$ cat config.mk
export PLATFORM = sky130hd
export DESIGN_NAME = rm_lane_releaser
export DESIGN_NICKNAME = d
export VERILOG_FILES = /design/src/rtl/rm_lane_releaser_pkg.sv /design/src/rtl/rm_lane_slot.sv /design/src/rtl/rm_lane_releaser.sv
export SDC_FILE = /design/constraint.sdc
export NUM_CORES = 1
export LEC_CHECK = 0
export BUFFER_PORTS_ARGS = -buffer_cell sky130_fd_sc_hd__buf_2
export CORE_MARGIN = 5
export CORE_UTILIZATION = 40
export CTS_CLUSTER_DIAMETER = 30
export DETAILED_ROUTE_END_ITERATION = 16
export PLACE_DENSITY = 0.6
export SLEW_MARGIN = 20
export SYNTH_ARGS = -nofsm -noshare
export SYNTH_HDL_FRONTEND = slang
export SYNTH_SLANG_ARGS = --single-unit
$ cat constraint.sdc
create_clock -name clk_i -period 50.7 [get_ports clk_i]
set_clock_uncertainty 0.2 [all_clocks]
set_input_delay 7.605 -clock clk_i [delete_from_list [all_inputs] [get_ports clk_i]]
set_output_delay 7.605 -clock clk_i [all_outputs]
set_load 0.1 [all_outputs]
$ cat src/rtl/rm_lane_releaser_pkg.sv
// Shared types for the runtime-monitor lane releaser: lane states and per-lane slot record.
// Latency: n/a (types and constants only).
// Backpressure: n/a.
package rm_lane_releaser_pkg;

  // Virtual address width of the core (mirrors riscv::VLEN of the surrounding codebase).
  localparam int unsigned VLEN = 64;

  typedef enum logic [1:0] {
    FREE   = 2'd0,
    OPEN   = 2'd1,
    CLOSED = 2'd2,
    DRAIN  = 2'd3
  } rm_lane_state_e;

  typedef struct packed {
    rm_lane_state_e   state;
    logic [VLEN-1:0]  pc0;
    logic [VLEN-1:0]  pc1;
  } rm_lane_slot_t;

endpackage

$ cat src/rtl/rm_lane_slot.sv
// One monitor lane: window FSM (FREE/OPEN/CLOSED/DRAIN), slot PCs, optional drain timeout (RM_LANE_TIMEOUT_EN).
// Latency: state moves on the clock after a strobe; release pulse is registered (one cycle later); violation/err are same-cycle.
// Backpressure: none; illegal strobes are dropped and flagged on err_o.
module rm_lane_slot
  import rm_lane_releaser_pkg::*;
#(
  parameter int unsigned TIMEOUT_CYCLES = 1024
) (
  input  logic            clk_i,
  input  logic            rst_i,
  input  logic            flush_i,
  input  logic            slot0_i,
  input  logic            slot1_i,
  input  logic [VLEN-1:0] alloc_pc_i,
  input  logic            commit_valid_i,
  input  logic [VLEN-1:0] commit_pc_i,
  input  logic            check_i,
  input  logic            check_pass_i,
  output rm_lane_state_e  state_o,
  output logic [VLEN-1:0] pc0_o,
  output logic            lane_reset_o,
  output logic            violation_o,
  output logic            err_o
);

  rm_lane_slot_t lane_q, lane_d;
  logic          rel_q, rel_d;

`ifdef RM_LANE_TIMEOUT_EN
  localparam int unsigned CW = $clog2(TIMEOUT_CYCLES + 1);
  localparam logic [CW-1:0] TMO_LAST = CW'(TIMEOUT_CYCLES - 1);
  logic [CW-1:0] cnt_q, cnt_d;
`endif

  // Next-state, release request, violation and protocol-error decode for this lane.
  always_comb begin
    lane_d      = lane_q;
    rel_d       = 1'b0;
    violation_o = 1'b0;
    err_o       = 1'b0;
`ifdef RM_LANE_TIMEOUT_EN
    cnt_d       = cnt_q;
`endif
    unique case (lane_q.state)
      FREE: begin
        if (slot0_i) begin
          lane_d.state = OPEN;
          lane_d.pc0   = alloc_pc_i;
        end
      end
      OPEN: begin
        if (flush_i) begin
          lane_d.state = FREE;
          rel_d        = 1'b1;
        end else if (slot1_i) begin
          lane_d.state = CLOSED;
          lane_d.pc1   = alloc_pc_i;
        end
      end
      CLOSED: begin
        // Flush wins over a same-cycle commit match: the window is abandoned.
        if (flush_i) begin
          lane_d.state = FREE;
          rel_d        = 1'b1;
        end else if (commit_valid_i && (commit_pc_i == lane_q.pc1)) begin
          lane_d.state = DRAIN;
`ifdef RM_LANE_TIMEOUT_EN
          cnt_d        = '0;
`endif
        end
      end
      DRAIN: begin
        if (check_i) begin
          lane_d.state = FREE;
          rel_d        = 1'b1;
          violation_o  = !check_pass_i;
        end
`ifdef RM_LANE_TIMEOUT_EN
        else if (cnt_q == TMO_LAST) begin
          lane_d.state = FREE;
          rel_d        = 1'b1;
          violation_o  = 1'b1;
          err_o        = 1'b1;
        end else begin
          cnt_d = cnt_q + 1'b1;
        end
`endif
      end
      default: ;
    endcase
    // A lane whose release pulse is visible this cycle is already FREE, so reuse
    // by the allocator passes the FREE test below without a special case.
    if ((slot0_i && (lane_q.state != FREE)) ||
        (slot1_i && (lane_q.state != OPEN)) ||
        (check_i && (lane_q.state != DRAIN))) begin
      err_o = 1'b1;
    end
  end

  // Lane state, PCs and registered release pulse; reset drops everything without a pulse.
  always_ff @(posedge clk_i or posedge rst_i) begin
    if (rst_i) begin
      lane_q <= '{state: FREE, pc0: '0, pc1: '0};
      rel_q  <= 1'b0;
    end else begin
      lane_q <= lane_d;
      rel_q  <= rel_d;
    end
  end

`ifdef RM_LANE_TIMEOUT_EN
  // Drain-time counter, cleared on DRAIN entry.
  always_ff @(posedge clk_i or posedge rst_i) begin
    if (rst_i) begin
      cnt_q <= '0;
    end else begin
      cnt_q <= cnt_d;
    end
  end
`endif

  assign state_o      = lane_q.state;
  assign pc0_o        = lane_q.pc0;
  assign lane_reset_o = rel_q;

endmodule

$ cat src/rtl/rm_lane_releaser.sv
// Releasing end of the runtime-monitor lane protocol; returns lanes to the allocator. Optional drain timeout: RM_LANE_TIMEOUT_EN.
// Latency: lane_reset_o one cycle after release; violation_o same cycle as verdict; violation_pc_o/proto_err_o one cycle later.
// Backpressure: none; the allocator, commit stage and checker are never stalled, illegal requests are dropped and flagged.
module rm_lane_releaser
  import rm_lane_releaser_pkg::*;
#(
  parameter int unsigned NUM_LANES      = 4,
  parameter int unsigned LW             = $clog2(NUM_LANES),
  parameter int unsigned TIMEOUT_CYCLES = 1024
) (
  input  logic                 clk_i,
  input  logic                 rst_i,
  input  logic                 flush_i,
  input  logic                 alloc_valid_i,
  input  logic [LW-1:0]        alloc_lane0_i,
  input  logic [LW-1:0]        alloc_lane1_i,
  input  logic                 alloc_two_lane_i,
  input  logic [VLEN-1:0]      alloc_pc_i,
  input  logic                 commit_valid_i,
  input  logic [VLEN-1:0]      commit_pc_i,
  input  logic                 check_valid_i,
  input  logic [LW-1:0]        check_lane_i,
  input  logic                 check_pass_i,
  output logic [NUM_LANES-1:0] lane_reset_o,
  output logic                 violation_o,
  output logic [VLEN-1:0]      violation_pc_o,
  output logic                 proto_err_o,
  output logic                 busy_o
);

  logic                 alloc_acc;
  logic [NUM_LANES-1:0] slot0_stb, slot1_stb, check_stb;
  logic [NUM_LANES-1:0] lane_viol, lane_err;
  rm_lane_state_e       lane_state [NUM_LANES];
  logic [VLEN-1:0]      lane_pc0   [NUM_LANES];
  logic [VLEN-1:0]      vpc_sel, vpc_q;
  logic                 proto_err_q;

  // Allocation is dropped entirely on a flush cycle.
  assign alloc_acc = alloc_valid_i && !flush_i;

  for (genvar g = 0; g < NUM_LANES; g++) begin : g_lane
    assign slot0_stb[g] = alloc_acc &&
                          (alloc_two_lane_i ? (alloc_lane1_i == LW'(g)) : (alloc_lane0_i == LW'(g)));
    assign slot1_stb[g] = alloc_acc && alloc_two_lane_i && (alloc_lane0_i == LW'(g));
    assign check_stb[g] = check_valid_i && (check_lane_i == LW'(g));

    rm_lane_slot #(
      .TIMEOUT_CYCLES(TIMEOUT_CYCLES)
    ) u_slot (
      .clk_i         (clk_i),
      .rst_i         (rst_i),
      .flush_i       (flush_i),
      .slot0_i       (slot0_stb[g]),
      .slot1_i       (slot1_stb[g]),
      .alloc_pc_i    (alloc_pc_i),
      .commit_valid_i(commit_valid_i),
      .commit_pc_i   (commit_pc_i),
      .check_i       (check_stb[g]),
      .check_pass_i  (check_pass_i),
      .state_o       (lane_state[g]),
      .pc0_o         (lane_pc0[g]),
      .lane_reset_o  (lane_reset_o[g]),
      .violation_o   (lane_viol[g]),
      .err_o         (lane_err[g])
    );
  end

  // Violating-lane PC select (lowest lane wins if timeouts coincide) and busy summary.
  always_comb begin
    vpc_sel = '0;
    busy_o  = 1'b0;
    for (int i = NUM_LANES - 1; i >= 0; i--) begin
      if (lane_viol[i]) vpc_sel = lane_pc0[i];
      if (lane_state[i] != FREE) busy_o = 1'b1;
    end
  end

  // Sticky protocol-error flag and held violation PC.
  always_ff @(posedge clk_i or posedge rst_i) begin
    if (rst_i) begin
      proto_err_q <= 1'b0;
      vpc_q       <= '0;
    end else begin
      if (|lane_err)  proto_err_q <= 1'b1;
      if (|lane_viol) vpc_q       <= vpc_sel;
    end
  end

  assign violation_o    = |lane_viol;
  assign violation_pc_o = vpc_q;
  assign proto_err_o    = proto_err_q;

endmodule

==> results of run 1 <==
-- flip-flops by register name, indices dropped and copies added, names as in the netlist --
name,cells
proto_err_o,1
g_lane.u_slot.lane_q,256
violation_pc_o,64
g_lane.u_slot.state_o,8
g_lane.u_slot.pc0_o,256
g_lane.u_slot.lane_reset_o,4
-- path summary, 6_finish.rpt --
path / startpoint / to / slack, ns / cells past startpoint
min in group asynchronous: rst_i / g_lane[1].u_slot.pc0_o[11] / 6.85 / 2
min reg2reg: violation_pc_o[0] / violation_pc_o[0] / 0.27 / 2
min: violation_pc_o[0] / violation_pc_o[0] / 0.27 / 2
max: check_lane_i[0] / violation_o / 32.88 / 9
max in group asynchronous: rst_i / g_lane[3].u_slot.lane_reset_o / 40.51 / 6
max reg2reg: g_lane[0].u_slot.state_o[1] / violation_pc_o[8] / 47.42 / 10
-- layout make-up --
| cell class | count | area, sq um |
|---|---|---|
| tap | 873 | 1090 |
| clock buffer | 180 | 3800 |
| antenna | 7 | 17.5 |
| clock inverter | 61 | 813 |
| timing repair buffer | 234 | 1280 |
| sequential | 589 | 14700 |
| fill | 5903 | 33600 |
| multi-input combinational | 1331 | 11600 |
| inverter | 44 | 173 |
-- cells in the final DEF (no fill, tap or decap), types with 4 or more instances in the layout --
cell type and instances:
sky130_fd_sc_hd__o2111ai_1 11, sky130_fd_sc_hd__o211ai_1 7, sky130_fd_sc_hd__clkbuf_8 23, sky130_fd_sc_hd__o21ai_0 77, sky130_fd_sc_hd__xor2_1 18, sky130_fd_sc_hd__nor4_1 18
sky130_fd_sc_hd__clkinv_2 20, sky130_fd_sc_hd__inv_1 42, sky130_fd_sc_hd__nor3_1 8, sky130_fd_sc_hd__nor2_1 19, sky130_fd_sc_hd__a221oi_1 66, sky130_fd_sc_hd__clkbuf_16 136
sky130_fd_sc_hd__clkinv_8 6, sky130_fd_sc_hd__a21oi_1 4, sky130_fd_sc_hd__mux2_2 508, sky130_fd_sc_hd__nand2_1 91, sky130_fd_sc_hd__nand2_2 5, sky130_fd_sc_hd__inv_6 7
sky130_fd_sc_hd__clkinvlp_4 9, sky130_fd_sc_hd__clkbuf_1 21, sky130_fd_sc_hd__nor2b_1 31, sky130_fd_sc_hd__nand4b_1 4, sky130_fd_sc_hd__nand2b_1 38, sky130_fd_sc_hd__diode_2 7
sky130_fd_sc_hd__a2111o_1 5, sky130_fd_sc_hd__a31oi_1 6, sky130_fd_sc_hd__buf_2 212, sky130_fd_sc_hd__o22ai_1 75, sky130_fd_sc_hd__bufinv_16 13, sky130_fd_sc_hd__dfrtp_1 589
sky130_fd_sc_hd__ha_1 20, sky130_fd_sc_hd__nand3_1 21, sky130_fd_sc_hd__xnor2_1 183, sky130_fd_sc_hd__nand4_1 52, sky130_fd_sc_hd__buf_4 19
-- layer usage --
metal	share of wire [%]	vias to the layer above
met1	44	9639
met5	0.089	-
met2	49	476
li1	-	8140
met3	5.1	128
met4	2.3	12
-- kinds of logic (layout without fill, tap and decap cells) --
family	Yosys count	after routing	synth area share, %
adder cells (fa/ha/maj)	20	20	0.928
multiplexers	514	514	21.5
flip-flops	589	589	54.7
buffers and inverters	163	519	2.66
AND/OR/NAND/NOR	318	318	6.45
other	0	7	0
AO/OA/AOI/OAI	278	278	7.27
XOR/XNOR	201	201	6.53
-- through the flow --
step                      utilization (%)  cells  hold slack (ns)  power [mW]
final                                49.9   3319            0.272        1.77
after detailed placement             42.9   3069            0.267       0.910
after global routing                 49.9   3313            0.289        1.84
after CTS                            49.8   3310            0.277        1.79
after floorplan                         -   2083            0.264       0.828
after global placement               42.9   3069            0.259       0.894
-- critical path, delay by kind of cell --
kind | cells | cell delay [ns]
compound gates | 1 | 0.11
buf+inv | 5 | 1.79
simple gates | 3 | 0.49
-- where the power goes --
part / leakage (nW) / switching (mW) / internal (mW)
combinational: 5.21 / 0.129 / 0.126
clock: 2.25 / 0.276 / 0.591
sequential: 7.62 / 0.0633 / 0.587
==> qor.json, run 1 <==
{
  "ant_nets": {"value": 0},
  "post-route-period-util": {"value": 35.2, "unit": "%"},
  "postSynthCellCount": {"value": 2083},
  "design_area": {"value": 33500, "unit": "sq um"},
  "htree_num_levels": {"value": 4},
  "outcome": {"value": "complete, no violations"},
  "powerDensity": {"value": 52.9, "unit": "nW/um^2"},
  "placement.io_buffers": {"value": 212},
  "tritoncts_clock_tree": {"value": "yes"},
  "syn_to_layout_area_delta": {"value": 24.1, "unit": "%"},
  "max_cap_viol_count": {"value": 0},
  "synth.cell_area": {"value": 27000, "unit": "sq um"},
  "critPathMaxFanout": {"value": 65},
  "fp.coreArea": {"value": 67000, "unit": "sq um"},
  "grt_pass1_wl": {"value": 128000, "unit": "um"},
  "slew_violations": {"value": 0},
  "worst_ep_required_time": {"value": 42.90, "unit": "ns"},
  "cts-root-to-sink-buffers": {"value": 3},
  "globalRouteOverflowTotal": {"value": 0},
  "crit_path_cell_trace": {"value": "buf_2, nor2b_1, a21oi_1, nor3_2, buf_4, nor2_4, buf_4, inv_1, buf_2"},
  "synthDominantCellAreaShare": {"value": 54.7, "unit": "%"},
  "path_class": {"value": "in -> out"},
  "dr.first_iter.drc_count": {"value": 1193},
  "dpl.hpwl": {"value": 58000, "unit": "um"},
  "synth_top_area_cell": {"value": "sky130_fd_sc_hd__dfrtp_1"},
  "finalWorstPathRequiredPeriod": {"value": 17.82, "unit": "ns"},
  "synth_common_cells": {"value": "sky130_fd_sc_hd__dfrtp_1, sky130_fd_sc_hd__mux2_2, sky130_fd_sc_hd__xnor2_1, sky130_fd_sc_hd__nand2_1, sky130_fd_sc_hd__o21ai_0"},
  "vias_in_the_first_global_route": {"value": 19500},
  "start_util": {"value": 40.2, "unit": "%"},
  "syn_nets": {"value": 2245},
  "global_route.usage.met1": {"value": 30.7, "unit": "%"},
  "worst_slew_pin_slew": {"value": 1.11, "unit": "ns"},
  "die_w": {"value": 270, "unit": "um"},
  "number_of_iterations_in_the_first_detailed_routing_pass": {"value": 5},
  "cellLeakagePower": {"value": 15.1, "unit": "nW"},
  "wl_per_cell": {"value": 25.5, "unit": "um"},
  "worst_setup_path_start_kind": {"value": "input port"},
  "num_io_pins": {"value": 213},
  "yosysWarningCount": {"value": 0},
  "hold_buffers": {"value": 0},
  "critPathMaxStageDelay": {"value": 0.73, "unit": "ns"},
  "grt_util_met2": {"value": 38.0, "unit": "%"},
  "drive_above_1_share": {"value": 40.5, "unit": "%"},
  "ctsResizeCount": {"value": 0},
  "setup-violations-final": {"value": 0},
  "cpMaxStageDelayCell": {"value": "sky130_fd_sc_hd__buf_4"},
  "hold_violations_final": {"value": 0},
  "seq_area_frac_synth": {"value": 54.7, "unit": "%"},
  "finalSetupTns": {"value": 0, "unit": "ns"},
  "design.die.area": {"value": 72700, "unit": "sq um"},
  "grt_antenna_before_repair": {"value": 19},
  "globalplace.congestion": {"value": 0.952},
  "worst_setup_hold_path_clk_slew": {"value": 0.04, "unit": "ns"},
  "cts.repair_timing.setup_buffer_count": {"value": 0},
  "placedInstanceArea": {"value": 28800, "unit": "sq um"},
  "synth_edf_count": {"value": 0},
  "via_count": {"value": 18400},
  "busiest_layer_in_global_routing": {"value": "met2"},
  "rsz0062_at_grt": {"value": "false"},
  "cts.sink_count": {"value": 589},
  "globalRouteMet3Util": {"value": 5.61, "unit": "%"},
  "endpoint_kind": {"value": "primary output"},
  "finalNetCount": {"value": 2497},
  "max_slew_margin": {"value": 25.9, "unit": "%"},
  "fmax": {"value": 56.1, "unit": "MHz"},
  "synth_area_leaders": {"value": "sky130_fd_sc_hd__dfrtp_1, sky130_fd_sc_hd__mux2_2, sky130_fd_sc_hd__xnor2_1, sky130_fd_sc_hd__a221oi_1, sky130_fd_sc_hd__o22ai_1"},
  "synth_cell_type_count": {"value": 66},
  "synth_top_flop_cell": {"value": "sky130_fd_sc_hd__dfrtp_1"},
  "timing.hold.worst.class": {"value": "reg -> reg"},
  "synth_area_per_cell": {"value": 12.9, "unit": "sq um"},
  "remaining_routing_drc_violations": {"value": 0},
  "ys_async_sr_fraction": {"value": 100, "unit": "%"},
  "grt_max_degree": {"value": 174},
  "vdd_drop_max": {"value": 0.0327, "unit": "mV"},
  "cts_inserted_buffers": {"value": 135},
  "most_used_standard_cell_by_instance_count_after_synthesis": {"value": "sky130_fd_sc_hd__dfrtp_1"},
  "yosys_register_bits": {"value": 589},
  "setup_ws": {"value": 32.88, "unit": "ns"},
  "die_h": {"value": 270, "unit": "um"},
  "placementRows": {"value": 95},
  "gr-usage-all-layers": {"value": 23.1, "unit": "%"},
  "wl": {"value": 84700, "unit": "um"},
  "worstSkewPairLatency": {"value": 0.71, "unit": "ns"},
  "dp_slack": {"value": 32.88, "unit": "ns"},
  "post_drt_via_cell_ratio": {"value": 5.54},
  "cp_data_arrival_time": {"value": 10.02, "unit": "ns"},
  "clockRootBuffer": {"value": "sky130_fd_sc_hd__clkbuf_16"}
}
Power figures use the tool's default switching activity.
==> run 2: changes to the inputs <==
--- a/config.mk
+++ b/config.mk
@@ -5,12 +5,13 @@
 export SDC_FILE = /design/constraint.sdc
 export NUM_CORES = 1
 export LEC_CHECK = 0
+export ABC_AREA = 1
 export BUFFER_PORTS_ARGS = -buffer_cell sky130_fd_sc_hd__buf_2
 export CORE_MARGIN = 5
 export CORE_UTILIZATION = 40
 export CTS_CLUSTER_DIAMETER = 30
 export DETAILED_ROUTE_END_ITERATION = 16
-export PLACE_DENSITY = 0.6
+export PLACE_DENSITY = 0.62
 export SLEW_MARGIN = 20
 export SYNTH_ARGS = -nofsm -noshare
 export SYNTH_HDL_FRONTEND = slang
==> constraint.sdc (replaced) <==
create_clock -name clk_i -period 14.7 [get_ports clk_i]
set_clock_uncertainty 0.2 [all_clocks]
set_input_delay 2.205 -clock clk_i [delete_from_list [all_inputs] [get_ports clk_i]]
set_output_delay 2.205 -clock clk_i [all_outputs]
set_load 0.1 [all_outputs]
==> run 2 against run 1 <==
Design area up 3.2%. Via count up 22%. Largest cell class unchanged. Utilization up 0.17 points. Sequential power rose to 3.6 times the previous value. Wire length down 13%. First-iteration DRC count up 25%. Critical endpoint unchanged. Sequential share of layout area down 1.4 points. Highest routed layer unchanged. Largest power group unchanged. Combinational power rose to 4.6 times the previous value. Critical path depth down 3. Worst setup slack worse by 24 ns. Global-route usage down 3.3 points. Critical path type unchanged. Clock power rose to 3.6 times the previous value.
==> qor.json, run 2 <==
{
  "power.combinational.fraction": {"value": 17.6, "unit": "%", "change": "+3.2 points"},
  "hold_buffers": {"value": 0, "change": "unchanged"},
  "placedInstanceArea": {"value": 29500, "unit": "sq um", "change": "+2.6%"},
  "cts_inserted_buffers": {"value": 140, "change": "+3.7%"},
  "timing.hold.worst.class": {"value": "reg -> reg"},
  "outcome": {"value": "complete, no violations"},
  "global_route.usage.met1": {"value": 26.9, "unit": "%", "change": "-3.7 points"},
  "layout.cells.most_common_list": {"value": "sky130_fd_sc_hd__nand2_1, sky130_fd_sc_hd__dfrtp_1, sky130_fd_sc_hd__o21ai_0"},
  "vias_in_the_first_global_route": {"value": 22400, "change": "+15%"},
  "power.total": {"value": 6.67, "unit": "mW", "change": "+280%"},
  "crit_path_cell_trace": {"value": "buf_2, inv_1, nor3_2, nand2_1, a41oi_4, buf_2"},
  "synth_area_leaders": {"value": "sky130_fd_sc_hd__dfrtp_1, sky130_fd_sc_hd__nand2_1, sky130_fd_sc_hd__o21ai_0, sky130_fd_sc_hd__inv_1, sky130_fd_sc_hd__o21a_1"},
  "vdd_drop_max": {"value": 0.126, "unit": "mV", "change": "+280%"},
  "critPathMaxStageDelay": {"value": 0.50, "unit": "ns", "change": "-0.23 ns"},
  "yosys_register_bits": {"value": 589, "change": "unchanged"},
  "worst_setup_path_start_kind": {"value": "input port"},
  "yosysWarningCount": {"value": 0, "change": "unchanged"},
  "part_of_the_total_power_dissipated_in_the_clock_network": {"value": 47.4, "unit": "%", "change": "-1.5 points"},
  "cellLeakagePower": {"value": 16.5, "unit": "nW", "change": "+9.2%"},
  "endpoint_kind": {"value": "primary output"},
  "worst_slew_pin_slew": {"value": 1.05, "unit": "ns", "change": "-0.0659 ns"},
  "cts.sink_count": {"value": 589, "change": "unchanged"},
  "design_area": {"value": 34500, "unit": "sq um", "change": "+3.2%"},
  "gr-usage-all-layers": {"value": 19.8, "unit": "%", "change": "-3.3 points"},
  "path_class": {"value": "in -> out"},
  "placementRows": {"value": 96, "change": "+1.1%"},
  "worst_setup_hold_path_clk_slew": {"value": 0.04, "unit": "ns", "change": "about the same"},
  "grt_util_met2": {"value": 31.7, "unit": "%", "change": "-6.3 points"},
  "ys_async_sr_fraction": {"value": 100, "unit": "%", "change": "unchanged"},
  "cp_data_arrival_time": {"value": 3.69, "unit": "ns", "change": "-6.33 ns"},
  "seq_area_frac_synth": {"value": 52.8, "unit": "%", "change": "-1.8 points"},
  "final_core_util": {"value": 50.1, "unit": "%", "change": "+0.17 points"},
  "n_fill_cell": {"value": 6645, "change": "+13%"},
  "seqPwrFrac": {"value": 35.0, "unit": "%", "change": "-1.7 points"},
  "rsz0062_at_grt": {"value": "false"},
  "finalWorstPathRequiredPeriod": {"value": 6.09, "unit": "ns"},
  "finalSetupTns": {"value": 0, "unit": "ns", "change": "unchanged"},
  "dr.first_iter.drc_count": {"value": 1490, "change": "+25%"},
  "clockRootBuffer": {"value": "sky130_fd_sc_hd__clkbuf_16"},
  "wl_per_cell": {"value": 15.6, "unit": "um", "change": "-39%"},
  "synth_common_cells": {"value": "sky130_fd_sc_hd__nand2_1, sky130_fd_sc_hd__dfrtp_1, sky130_fd_sc_hd__o21ai_0, sky130_fd_sc_hd__inv_1, sky130_fd_sc_hd__nor2_1"},
  "globalplace.congestion": {"value": 0.838, "change": "-12%"},
  "postSynthCellCount": {"value": 3442, "change": "+65%"},
  "p_sw": {"value": 2.03, "unit": "mW", "change": "+330%"},
  "die_h": {"value": 274, "unit": "um", "change": "+1.7%"},
  "grt_pass1_wl": {"value": 119000, "unit": "um", "change": "-6.9%"},
  "synth_top_area_cell": {"value": "sky130_fd_sc_hd__dfrtp_1"},
  "start_util": {"value": 40.5, "unit": "%", "change": "+0.26 points"},
  "critical-path-top-cell-by-count": {"value": "sky130_fd_sc_hd__buf_2"},
  "syn_nets": {"value": 3604, "change": "+61%"},
  "globalRouteMet3Util": {"value": 4.98, "unit": "%", "change": "-0.63 points"},
  "grt_antenna_before_repair": {"value": 18, "change": "-1"},
  "globalRouteOverflowTotal": {"value": 0, "change": "unchanged"},
  "slew_violations": {"value": 0, "change": "unchanged"},
  "max_cap_viol_count": {"value": 0, "change": "unchanged"},
  "synth_area_per_cell": {"value": 8.11, "unit": "sq um", "change": "-37%"},
  "most_used_standard_cell_by_instance_count_after_synthesis": {"value": "sky130_fd_sc_hd__nand2_1"},
  "design.die.area": {"value": 75200, "unit": "sq um", "change": "+3.4%"},
  "num_io_pins": {"value": 213, "change": "unchanged"},
  "grt_max_degree": {"value": 157, "change": "-9.8%"},
  "max_slew_margin": {"value": 30.3, "unit": "%", "change": "+4.4 points"},
  "swShare": {"value": 30.4, "unit": "%", "change": "+3.9 points"},
  "ant_nets": {"value": 0, "change": "unchanged"},
  "syn_to_layout_area_delta": {"value": 23.8, "unit": "%"},
  "hold_violations_final": {"value": 0, "change": "unchanged"},
  "htree_num_levels": {"value": 4, "change": "unchanged"},
  "cp_top_family": {"value": "buffers and inverters"},
  "intPower": {"value": 4.65, "unit": "mW", "change": "+260%"},
  "dpl.hpwl": {"value": 47900, "unit": "um", "change": "-17%"},
  "powerDensity": {"value": 193, "unit": "nW/um^2", "change": "+260%"},
  "synth_edf_count": {"value": 0, "change": "unchanged"},
  "fmax": {"value": 164, "unit": "MHz"},
  "placement.io_buffers": {"value": 212, "change": "unchanged"},
  "fp.coreArea": {"value": 68900, "unit": "sq um", "change": "+2.8%"},
  "cts-root-to-sink-buffers": {"value": 3, "change": "unchanged"},
  "setup-violations-final": {"value": 0, "change": "unchanged"},
  "synth_cell_type_count": {"value": 30, "change": "-55%"},
  "most_common_cell_after_layout_fill_and_taps_aside": {"value": "sky130_fd_sc_hd__nand2_1"},
  "wl": {"value": 73300, "unit": "um", "change": "-13%"},
  "tritoncts_clock_tree": {"value": "yes"},
  "remaining_routing_drc_violations": {"value": 0, "change": "unchanged"},
  "cts.repair_timing.setup_buffer_count": {"value": 0, "change": "unchanged"},
  "post_drt_via_cell_ratio": {"value": 4.75, "change": "-14%"},
  "ctsResizeCount": {"value": 0, "change": "unchanged"},
  "drive_above_1_share": {"value": 13.3, "unit": "%", "change": "-27 points"},
  "number_of_iterations_in_the_first_detailed_routing_pass": {"value": 5, "change": "unchanged"},
  "via_count": {"value": 22400, "change": "+22%"},
  "post-route-period-util": {"value": 41.5, "unit": "%"},
  "synth_top_flop_cell": {"value": "sky130_fd_sc_hd__dfrtp_1"},
  "synth.cell_area": {"value": 27900, "unit": "sq um", "change": "+3.5%"},
  "busiest_layer_in_global_routing": {"value": "met2"},
  "critPathMaxFanout": {"value": 3, "change": "-95%"},
  "worstSkewPairLatency": {"value": 0.71, "unit": "ns", "change": "about the same"},
  "critPathBufInv": {"value": 3, "change": "-2"},
  "finalNetCount": {"value": 3824, "change": "+53%"},
  "synthDominantCellAreaShare": {"value": 52.8, "unit": "%", "change": "-1.8 points"},
  "worst_ep_required_time": {"value": 12.30, "unit": "ns", "change": "-30.60 ns"},
  "cpMaxStageDelayCell": {"value": "sky130_fd_sc_hd__buf_2"},
  "die_w": {"value": 274, "unit": "um", "change": "+1.7%"}
}
[run 2: power groups by stage]
stage | clock network, mW | registers [mW] | logic [mW]
global route | 3.32 | 2.40 | 1.31
detailed placement | 0 | 2.36 | 1.18
finish | 3.16 | 2.34 | 1.17
floorplan | 0 | 2.61 | 0.664
CTS | 3.22 | 2.34 | 1.18
global placement | 0 | 2.34 | 1.15
[run 2: cell families after synthesis]
| kind of cell | synth area share, % |
|---|---|
| adders and majority gates | 0.897 |
| and+or+nand+nor | 20.1 |
| xor gates and xnor gates | 2.67 |
| AOI/OAI and AO/OA | 15.2 |
| buffers and inverters | 8.33 |
| DFF | 52.8 |
[run 2: cell type report]
cell class | instances | area [sq um] | area share, %
Sequential cell | 589 | 14700 | 42.7
Antenna cell | 10 | 25.0 | 0.0724
Inverter | 391 | 1470 | 4.26
Clock buffer | 185 | 3970 | 11.5
Clock inverter | 67 | 978 | 2.83
Multi-Input combinational cell | 2303 | 10900 | 31.6
Tap cell | 931 | 1160 | 3.37
Timing Repair Buffer | 237 | 1280 | 3.71
[run 2: worst paths after layout]
check	startpoint	end	slack, ns	depth (start not counted)
setup / recovery	check_lane_i[0]	violation_o	8.61	6
hold / removal	proto_err_o	proto_err_o	0.27	2
setup reg to reg	g_lane[0].u_slot.state_o[0]	violation_pc_o[57]	11.69	7
hold reg to reg	proto_err_o	proto_err_o	0.27	2
max in group asynchronous	rst_i	g_lane[1].u_slot.pc0_o[55]	9.96	6
min in group asynchronous	rst_i	g_lane[0].u_slot.pc0_o[25]	1.49	2
[run 2: metal layers]
metal,wire length [um],share of wire (%)
met5,76,0.10
met4,1380,1.9
met3,4010,5.5
met2,33600,46
met1,34300,47
[run 2: per-stage QoR]
stage / setup slack, ns / hold slack, ns / instances
after detailed placement: 8.63 / 0.269 / 4450
after global placement: 8.65 / 0.264 / 4450
after CTS: 8.63 / 0.276 / 4702
final: 8.61 / 0.272 / 4713
after global routing: 8.54 / 0.295 / 4705
after floorplan: 4.27 / 0.253 / 3442
[run 2: worst register-to-register path: stages, from the launching register on]
cell and delay [ns]:
sky130_fd_sc_hd__dfrtp_1 0.42, sky130_fd_sc_hd__ha_1 0.24, sky130_fd_sc_hd__nand2_1 0.15, sky130_fd_sc_hd__or2_2 0.75
sky130_fd_sc_hd__buf_4 0.57, sky130_fd_sc_hd__nor2_1 0.13, sky130_fd_sc_hd__a211oi_1 0.29, sky130_fd_sc_hd__o21ai_0 0.13
